## src/rtl/ks_subtract_serial.sv

```systemverilog
// Byte-serial A-B via a radix-2 Kogge-Stone prefix network (A + ~B + 1).
// Optional macro KS_SUB_PIPE_EN registers every prefix level.
module ks_subtract_serial #(
    parameter int WIDTH = 16
) (
    input  logic       clk,
    input  logic       rst,
    input  logic [7:0] in_data,
    input  logic       in_valid,
    output logic       in_ready,
    output logic [7:0] out_data,
    output logic       out_valid,
    input  logic       out_ready,
    output logic       borrow,
    output logic       zero,
    output logic       busy
);

    localparam int NBYTES = WIDTH / 8;
    localparam int LEVELS = $clog2(WIDTH);
    localparam int CW     = $clog2(2 * NBYTES);
    localparam int SW     = $clog2(LEVELS + 1);
`ifdef KS_SUB_PIPE_EN
    localparam int STAGE_LAST = LEVELS;
`else
    localparam int STAGE_LAST = 0;
`endif

    localparam logic [CW-1:0] NB_C      = CW'(NBYTES);
    localparam logic [CW-1:0] LAST_IN   = CW'(2 * NBYTES - 1);
    localparam logic [CW-1:0] LAST_OUT  = CW'(NBYTES - 1);
    localparam logic [SW-1:0] STAGE_END = SW'(STAGE_LAST);

    typedef enum logic [1:0] {
        LOAD,
        COMPUTE,
        SEND
    } state_t;

    state_t           state;
    logic [CW-1:0]    cnt;
    logic [SW-1:0]    stage;
    logic [WIDTH-1:0] a_reg;
    logic [WIDTH-1:0] b_reg;
    logic [WIDTH-1:0] diff_sh;

    function automatic logic [WIDTH-1:0] lvl_g(
        input logic [WIDTH-1:0] g,
        input logic [WIDTH-1:0] p,
        input int               s
    );
        logic [WIDTH-1:0] r;
        r = g;
        for (int i = s; i < WIDTH; i++) begin
            r[i] = g[i] | (p[i] & g[i-s]);
        end
        return r;
    endfunction

    function automatic logic [WIDTH-1:0] lvl_p(
        input logic [WIDTH-1:0] p,
        input int               s
    );
        logic [WIDTH-1:0] r;
        r = p;
        for (int i = s; i < WIDTH; i++) begin
            r[i] = p[i] & p[i-s];
        end
        return r;
    endfunction

    // Bit-level propagate/generate of A + ~B; the carry-in of 1 is folded
    // into bit 0 so the prefix tree needs only log2(WIDTH) levels.
    logic [WIDTH-1:0] p_raw;
    logic [WIDTH-1:0] g_raw;
    logic [WIDTH-1:0] p_init;
    logic [WIDTH-1:0] g_init;

    assign p_raw  = a_reg ^ ~b_reg;
    assign g_raw  = a_reg & ~b_reg;
    assign g_init = g_raw | (p_raw & WIDTH'(1));
    assign p_init = p_raw & ~WIDTH'(1);

    logic [WIDTH-1:0] g_l [1:LEVELS];
    logic [WIDTH-1:0] p_l [1:LEVELS-1];

    for (genvar k = 0; k < LEVELS; k++) begin : g_lvl
        logic [WIDTH-1:0] gs;
        logic [WIDTH-1:0] ps;

        if (k == 0) begin : g_src0
            assign gs = g_init;
            assign ps = p_init;
        end else begin : g_srck
            assign gs = g_l[k];
            assign ps = p_l[k];
        end

`ifdef KS_SUB_PIPE_EN
        // Level register: group generate after span 2^k
        always_ff @(posedge clk) begin
            g_l[k+1] <= lvl_g(gs, ps, 1 << k);
        end
`else
        assign g_l[k+1] = lvl_g(gs, ps, 1 << k);
`endif

        if (k < LEVELS - 1) begin : g_prop
`ifdef KS_SUB_PIPE_EN
            // Level register: group propagate after span 2^k
            always_ff @(posedge clk) begin
                p_l[k+1] <= lvl_p(ps, 1 << k);
            end
`else
            assign p_l[k+1] = lvl_p(ps, 1 << k);
`endif
        end
    end

    // Carry into bit i is the group generate of bits [i-1:0] plus carry-in.
    logic [WIDTH-1:0] diff_c;
    logic             cout;

    assign diff_c = p_raw ^ {g_l[LEVELS][WIDTH-2:0], 1'b1};
    assign cout   = g_l[LEVELS][WIDTH-1];

    // Control FSM: load operands, wait for the tree, stream result bytes
    always_ff @(posedge clk) begin
        if (rst) begin
            state     <= LOAD;
            cnt       <= '0;
            stage     <= '0;
            a_reg     <= '0;
            b_reg     <= '0;
            diff_sh   <= '0;
            in_ready  <= 1'b0;
            out_valid <= 1'b0;
            out_data  <= '0;
            borrow    <= 1'b0;
            zero      <= 1'b0;
            busy      <= 1'b0;
        end else begin
            unique case (state)
                LOAD: begin
                    in_ready <= 1'b1;
                    if (in_valid && in_ready) begin
                        if (cnt < NB_C) begin
                            a_reg <= (a_reg >> 8)
                                   | (WIDTH'(in_data) << (WIDTH - 8));
                        end else begin
                            b_reg <= (b_reg >> 8)
                                   | (WIDTH'(in_data) << (WIDTH - 8));
                        end
                        if (cnt == LAST_IN) begin
                            state    <= COMPUTE;
                            cnt      <= '0;
                            stage    <= '0;
                            in_ready <= 1'b0;
                            busy     <= 1'b1;
                        end else begin
                            cnt <= cnt + 1'b1;
                        end
                    end
                end
                COMPUTE: begin
                    if (stage == STAGE_END) begin
                        diff_sh   <= diff_c;
                        out_data  <= diff_c[7:0];
                        borrow    <= ~cout;
                        zero      <= (diff_c == '0);
                        out_valid <= 1'b1;
                        state     <= SEND;
                    end else begin
                        stage <= stage + 1'b1;
                    end
                end
                SEND: begin
                    if (out_ready) begin
                        if (cnt == LAST_OUT) begin
                            state     <= LOAD;
                            cnt       <= '0;
                            out_valid <= 1'b0;
                            busy      <= 1'b0;
                            in_ready  <= 1'b1;
                        end else begin
                            cnt      <= cnt + 1'b1;
                            diff_sh  <= diff_sh >> 8;
                            out_data <= 8'(diff_sh >> 8);
                        end
                    end
                end
                default: state <= LOAD;
            endcase
        end
    end

endmodule

```

## config.mk

```make
export PLATFORM = sky130hd
export DESIGN_NAME = ks_subtract_serial
export DESIGN_NICKNAME = d
export VERILOG_FILES = /design/src/rtl/ks_subtract_serial.sv
export SDC_FILE = /design/constraint.sdc
export NUM_CORES = 1
export LEC_CHECK = 0
export CAP_MARGIN = 25
export CORE_AREA = 4 4 96 98
export CTS_CLUSTER_SIZE = 12
export DETAILED_ROUTE_END_ITERATION = 6
export DIE_AREA = 0 0 100 102
export HOLD_SLACK_MARGIN = 0.15
export PLACE_DENSITY = 0.61
export SETUP_SLACK_MARGIN = 0.05
export SYNTH_ARGS = -nofsm -noshare
export SYNTH_HDL_FRONTEND = slang
export SYNTH_SLANG_ARGS = --single-unit
export TNS_END_PERCENT = 100
```

## constraint.sdc

```tcl
create_clock -name clk -period 5.8 [get_ports clk]
set_input_delay 1.74 -clock clk [delete_from_list [all_inputs] [get_ports clk]]
set_output_delay 1.74 -clock clk [all_outputs]
set_load 0.005 [all_outputs]
```

## Word-level counts from Yosys, hierarchy flattened

Cells that the tools add are included.

- Register bits after elaboration: 68
- Bits of input ports: 12
- Output and inout bits: 13
- Word-level logic and storage cells: 219

- Add/subtract/negate cells: 2
- Order comparisons: 1
- Equal/unequal tests: 11
- Multiplexer cells: 35
- Bitwise operators: 141
- Reductions and logical operators: 17

Operators with widths:

| kind | count |
|---|---|
| $and A1 B1 Y1 | 83 |
| $or A1 B1 Y1 | 49 |
| $mux W16 | 3 |
| $or A8 B16 Y16 | 2 |
| $pmux W16 S2 | 1 |
| $xor A16 B16 Y16 | 2 |
| $mux W8 | 3 |
| $mux W2 | 9 |
| $and A16 B16 Y16 | 1 |
| $logic_not A16 Y1 | 1 |
| $not A16 Y16 | 1 |
| $or A16 B1 Y16 | 1 |
| $pmux W8 S2 | 1 |
| $ne A2 B2 Y1 const B | 7 |
| $reduce_and A3 Y1 | 4 |
| $reduce_and A4 Y1 | 3 |
| $reduce_and A5 Y1 | 2 |
| $mux W1 | 9 |
| $mux W3 | 3 |
| $pmux W1 S2 | 3 |
| $pmux W2 S3 | 1 |
| $pmux W3 S2 | 1 |
| $reduce_bool A2 Y1 | 3 |
| $eq A2 B1 Y1 const B | 2 |
| 10 further kinds | 12 |

## Depth between registers and ports, before layout

- Word-level depth: 13
- Mapped depth: 11
- Mapped depth without buffers: 11

## Worst setup path after synthesis

OpenSTA, ideal clock, no wires.

- Path type: input -> register
- From: input port rst
- To: register zero
- Setup time: 0.059 ns
- Arrival time: 3.035 ns
- Required time: 5.741 ns
- Slack: 2.707 ns
- Stages: 8
- Path buffers: 1
- Cells stage by stage: buf_1 -> nor2_1 -> nand3_1 -> or3_1 -> a2111oi_4 -> nand4b_1 -> nor4_2 -> a31o_1

RTL lines:

| element | line | RTL |
|---|---|---|
| start, declared | 7 | `input logic rst,` |
| end signal, assigned | 170 | `zero <= (diff_c == '0);` |
| end, declared | 15 | `output logic zero,` |

## Worst setup path in the final report

- From: input port in_valid
- To: register a_reg[14]

- Cells in the longest elaborated chain, start to end: 2

RTL lines:

| element | line | RTL |
|---|---|---|
| start, declared | 9 | `input logic in_valid,` |
| $logic_and A1 B1 Y1 | 146 | `if (in_valid && in_ready) begin` |
| $reduce_and A3 Y1 (no line) | -- |  |
| end signal, assigned | 148 | `a_reg <= (a_reg >> 8)` |
| end, declared | 43 | `logic [WIDTH-1:0] a_reg;` |

Every way passes these cells.
A chain may end at the register's enable or synchronous reset.

==> results_dict.tcl <==
set metrics [dict create \
    cts_max_path_buffers 2 \
    die_w_um 100 \
    critical_path.top_delay_family "simple AND/OR/NAND/NOR gates" \
    routed_wl_um 7400 \
    cp_common_cell "nand2_1" \
    first_global_vias 2561 \
    synth_xor_area_share_pct 2.42 \
    ys_ff_latch 60 \
    critical_path.slowest_cell "nand2_1" \
    cp-startpoint "in_valid" \
    cts.reportedPaths.clkPinSlew_ns 0.07 \
    io_pins 25 \
    ys_seq_area_share_pct 36.8 \
    start_util_pct 38.5 \
    antenna_found_initial 0 \
    area_growth_pct 16.0 \
    htree_levels 3 \
    ant_nets 0 \
    timing.rr.start "a_reg[0]" \
    tritoncts "yes" \
    fin_worst_skew_ns 0.0109 \
    nNetsFinal 466 \
    ys_types 52 \
    dr_total_vias 2799 \
    first_pass_iters 4 \
    syn_area_per_cell_um2 7.75 \
    fin_crit_sh_pct 59.4 \
    tns_ns 0 \
    row_count 34 \
    critical_path_depth 6 \
    p_leak_nw 1.33 \
    chipHeight_um 102 \
    synth.cell_area_um2 3260 \
    fin_crit_ns 3.44 \
    dpl.hpwl_um 5430 \
    crit_fanout 16 \
    grt_start_max_net_pins 62 \
    p_total_mw 1.03 \
    worstSetupEndpoint "a_reg[14]" \
    path_cells "clkdlybuf4s50_1, nand2_1, nor3_1, nand2_1, nand2_1, a21oi_1" \
    place.gp.congestion 0.811 \
    finalHoldViolCount 0 \
    synthArstFlopShare_pct 0 \
    ctsResizeCount 0 \
    syn_inst 421 \
    antenna_cells 0 \
    crit_type "primary input to flip-flop" \
    synth_flop_cell "dfxtp_1" \
    start_kind "primary input" \
    drive_above_1_share_pct 6.86 \
    synth-simple-area-share_pct 22.3 \
    cts_root_buf "clkbuf_8" \
    r2r_setup_slack_ns 3.07 \
    synth_compound_area_share_pct 22.9 \
    synth-adder-area-share_pct 8.67 \
    hp-class "flip-flop to flip-flop" \
    portBuffers 24 \
    cts_hold_buf 0 \
    drtIter0Drc 118 \
    worstSetupEndpointType "flip-flop" \
    status "complete, no violations" \
    required_ns 6.00 \
    cp_num_buf_inv 1 \
    p_per_area_nw_per_um2 271 \
    holdWs_ns 0.454 \
    setup-violations-final 0 \
    wl_per_cell_um 13.6 \
    slew_headroom_pct 29.8 \
    synth_edf_count 0 \
    synth_top_family_by_area "compound AO/OA/AOI/OAI gates" \
    slew_violations 0 \
    synth_fp_nets 455 \
    overflow 0 \
    insertion_delay_ns 0.35 \
    rr_endpoint "zero" \
    reg2reg_depth 11 \
    maxCapViolCount 0 \
    remaining_drc_errors 0 \
    fmax_mhz 290 \
    numCtsBuffers 9 \
    postCtsSetupBuffers 0 \
    synthMuxAreaShare_pct 0 \
    die_area_um2 10200 \
    grt_use_total_pct 15.3 \
    viasPerCell 5.14 \
    vdd_drop_max_v 0.000206 \
    yosys_warnings 0 \
    grt_first_pass_wirelength_um 12400 \
    tightest_slew_ns 1.05 \
    max_stage_delay_ns 0.54 \
    arrival_ns 3.64 \
    core_um2 8470 \
    numClockSinks 60 \
    grt_setup_unrepaired "no" \
]
[tightest hold or removal path, stage by stage (launching register included)]
cell and delay, ns:
dfxtp_1 0.31, nand2_1 0.05, a21oi_1 0.05
[power by group]
part	leakage (nW)	switching [mW]	internal, mW	total (mW)
clock	0.127	0.168	0.308	0.476
combinational	0.723	0.0727	0.0505	0.123
sequential	0.485	0.00696	0.420	0.427
[cell type report]
| class | count | area, um^2 |
|---|---|---|
| Fill cell | 885 | 4680 |
| Clock buffer | 12 | 155 |
| Multi-Input combinational cell | 309 | 1850 |
| Timing Repair Buffer | 27 | 258 |
| Clock inverter | 4 | 95.1 |
| Sequential cell | 60 | 1200 |
| Inverter | 25 | 93.8 |
| Tap cell | 108 | 135 |
[stage by stage]
stage	setup slack, ns	utilization, %	area (um^2)	std cells
finish	2.36	44.7	3780	545
global route	2.22	44.7	3780	545
CTS	2.35	44.7	3780	545
detailed placement	2.00	41.8	3530	529
global placement	2.05	41.8	3530	529
floorplan	2.71	-	3260	421
[per-layer routing]
layer  track usage, %  vias to the layer above  wire [um]
li1                 -                     1463          -
met5                0                        -          0
met2             23.9                       43       3360
met4             3.42                        0         71
met1             20.9                     1285       3650
met3             4.98                        8        318
[worst min path at each step]
| stage | from | endpoint | slack (ns) | cells past startpoint |
|---|---|---|---|---|
| finish | b_reg[5] | b_reg[5] | 0.45 | 2 |
| global route | b_reg[5] | b_reg[5] | 0.47 | 2 |
| CTS | b_reg[5] | b_reg[5] | 0.46 | 2 |
| detailed placement | b_reg[5] | b_reg[5] | 0.45 | 2 |
| global placement | b_reg[5] | b_reg[5] | 0.44 | 2 |
| floorplan | diff_sh[11] | diff_sh[11] | 0.43 | 2 |
[cells by family after synthesis]
family	Yosys count
xor gates and xnor gates	9
and+or+nand+nor	163
AOI/OAI and AO/OA	115
adders and majority gates	22
buffers and inverters	52
DFF	60
[cell usage in the layout, fill, tap and decap left out, types with 2 or more instances in the layout]
cell and instances:
ha_1 21, nor2_1 33, clkdlybuf4s50_1 23, a21o_1 3, o21ai_0 8, o21a_1 7
a22oi_1 4, o31ai_1 5, nand2_1 89, or2_2 3, or3_1 5, a211oi_1 11
inv_1 25, xnor2_1 7, clkbuf_8 11, nand2b_1 4, bufinv_16 3, a311oi_1 2
nor2b_1 5, dfxtp_1 60, a2111oi_0 2, nand3_1 5, xor2_1 2, a21oi_1 56
nor4_2 3, o211ai_1 3, nand3b_1 2, buf_4 3, nor3_1 6
[Yosys cell counts (2+ instances only)]
master,number,area [um^2]
dfxtp_1,60,1200
nand3_1,5,25.0
a311oi_1,2,17.5
or2_2,3,18.8
nor2_1,33,124
xnor2_1,7,61.3
nand3b_1,2,15.0
o21a_1,7,52.6
o21ai_0,8,40.0
or3_1,5,31.3
a2111oi_0,2,17.5
a21o_1,3,22.5
nor4_1,3,18.8
inv_1,25,93.8
a21oi_1,56,280
nor2b_1,5,31.3
o31ai_1,5,37.5
nor3_1,6,30.0
nand2b_1,4,25.0
nand2_1,89,334
clkbuf_1,17,63.8
xor2_1,2,17.5
a211oi_1,11,82.6
buf_4,8,60.1
ha_1,21,263
a22oi_1,4,30.0
o211ai_1,3,22.5
Note: power is estimated with default switching activity, not from simulation.
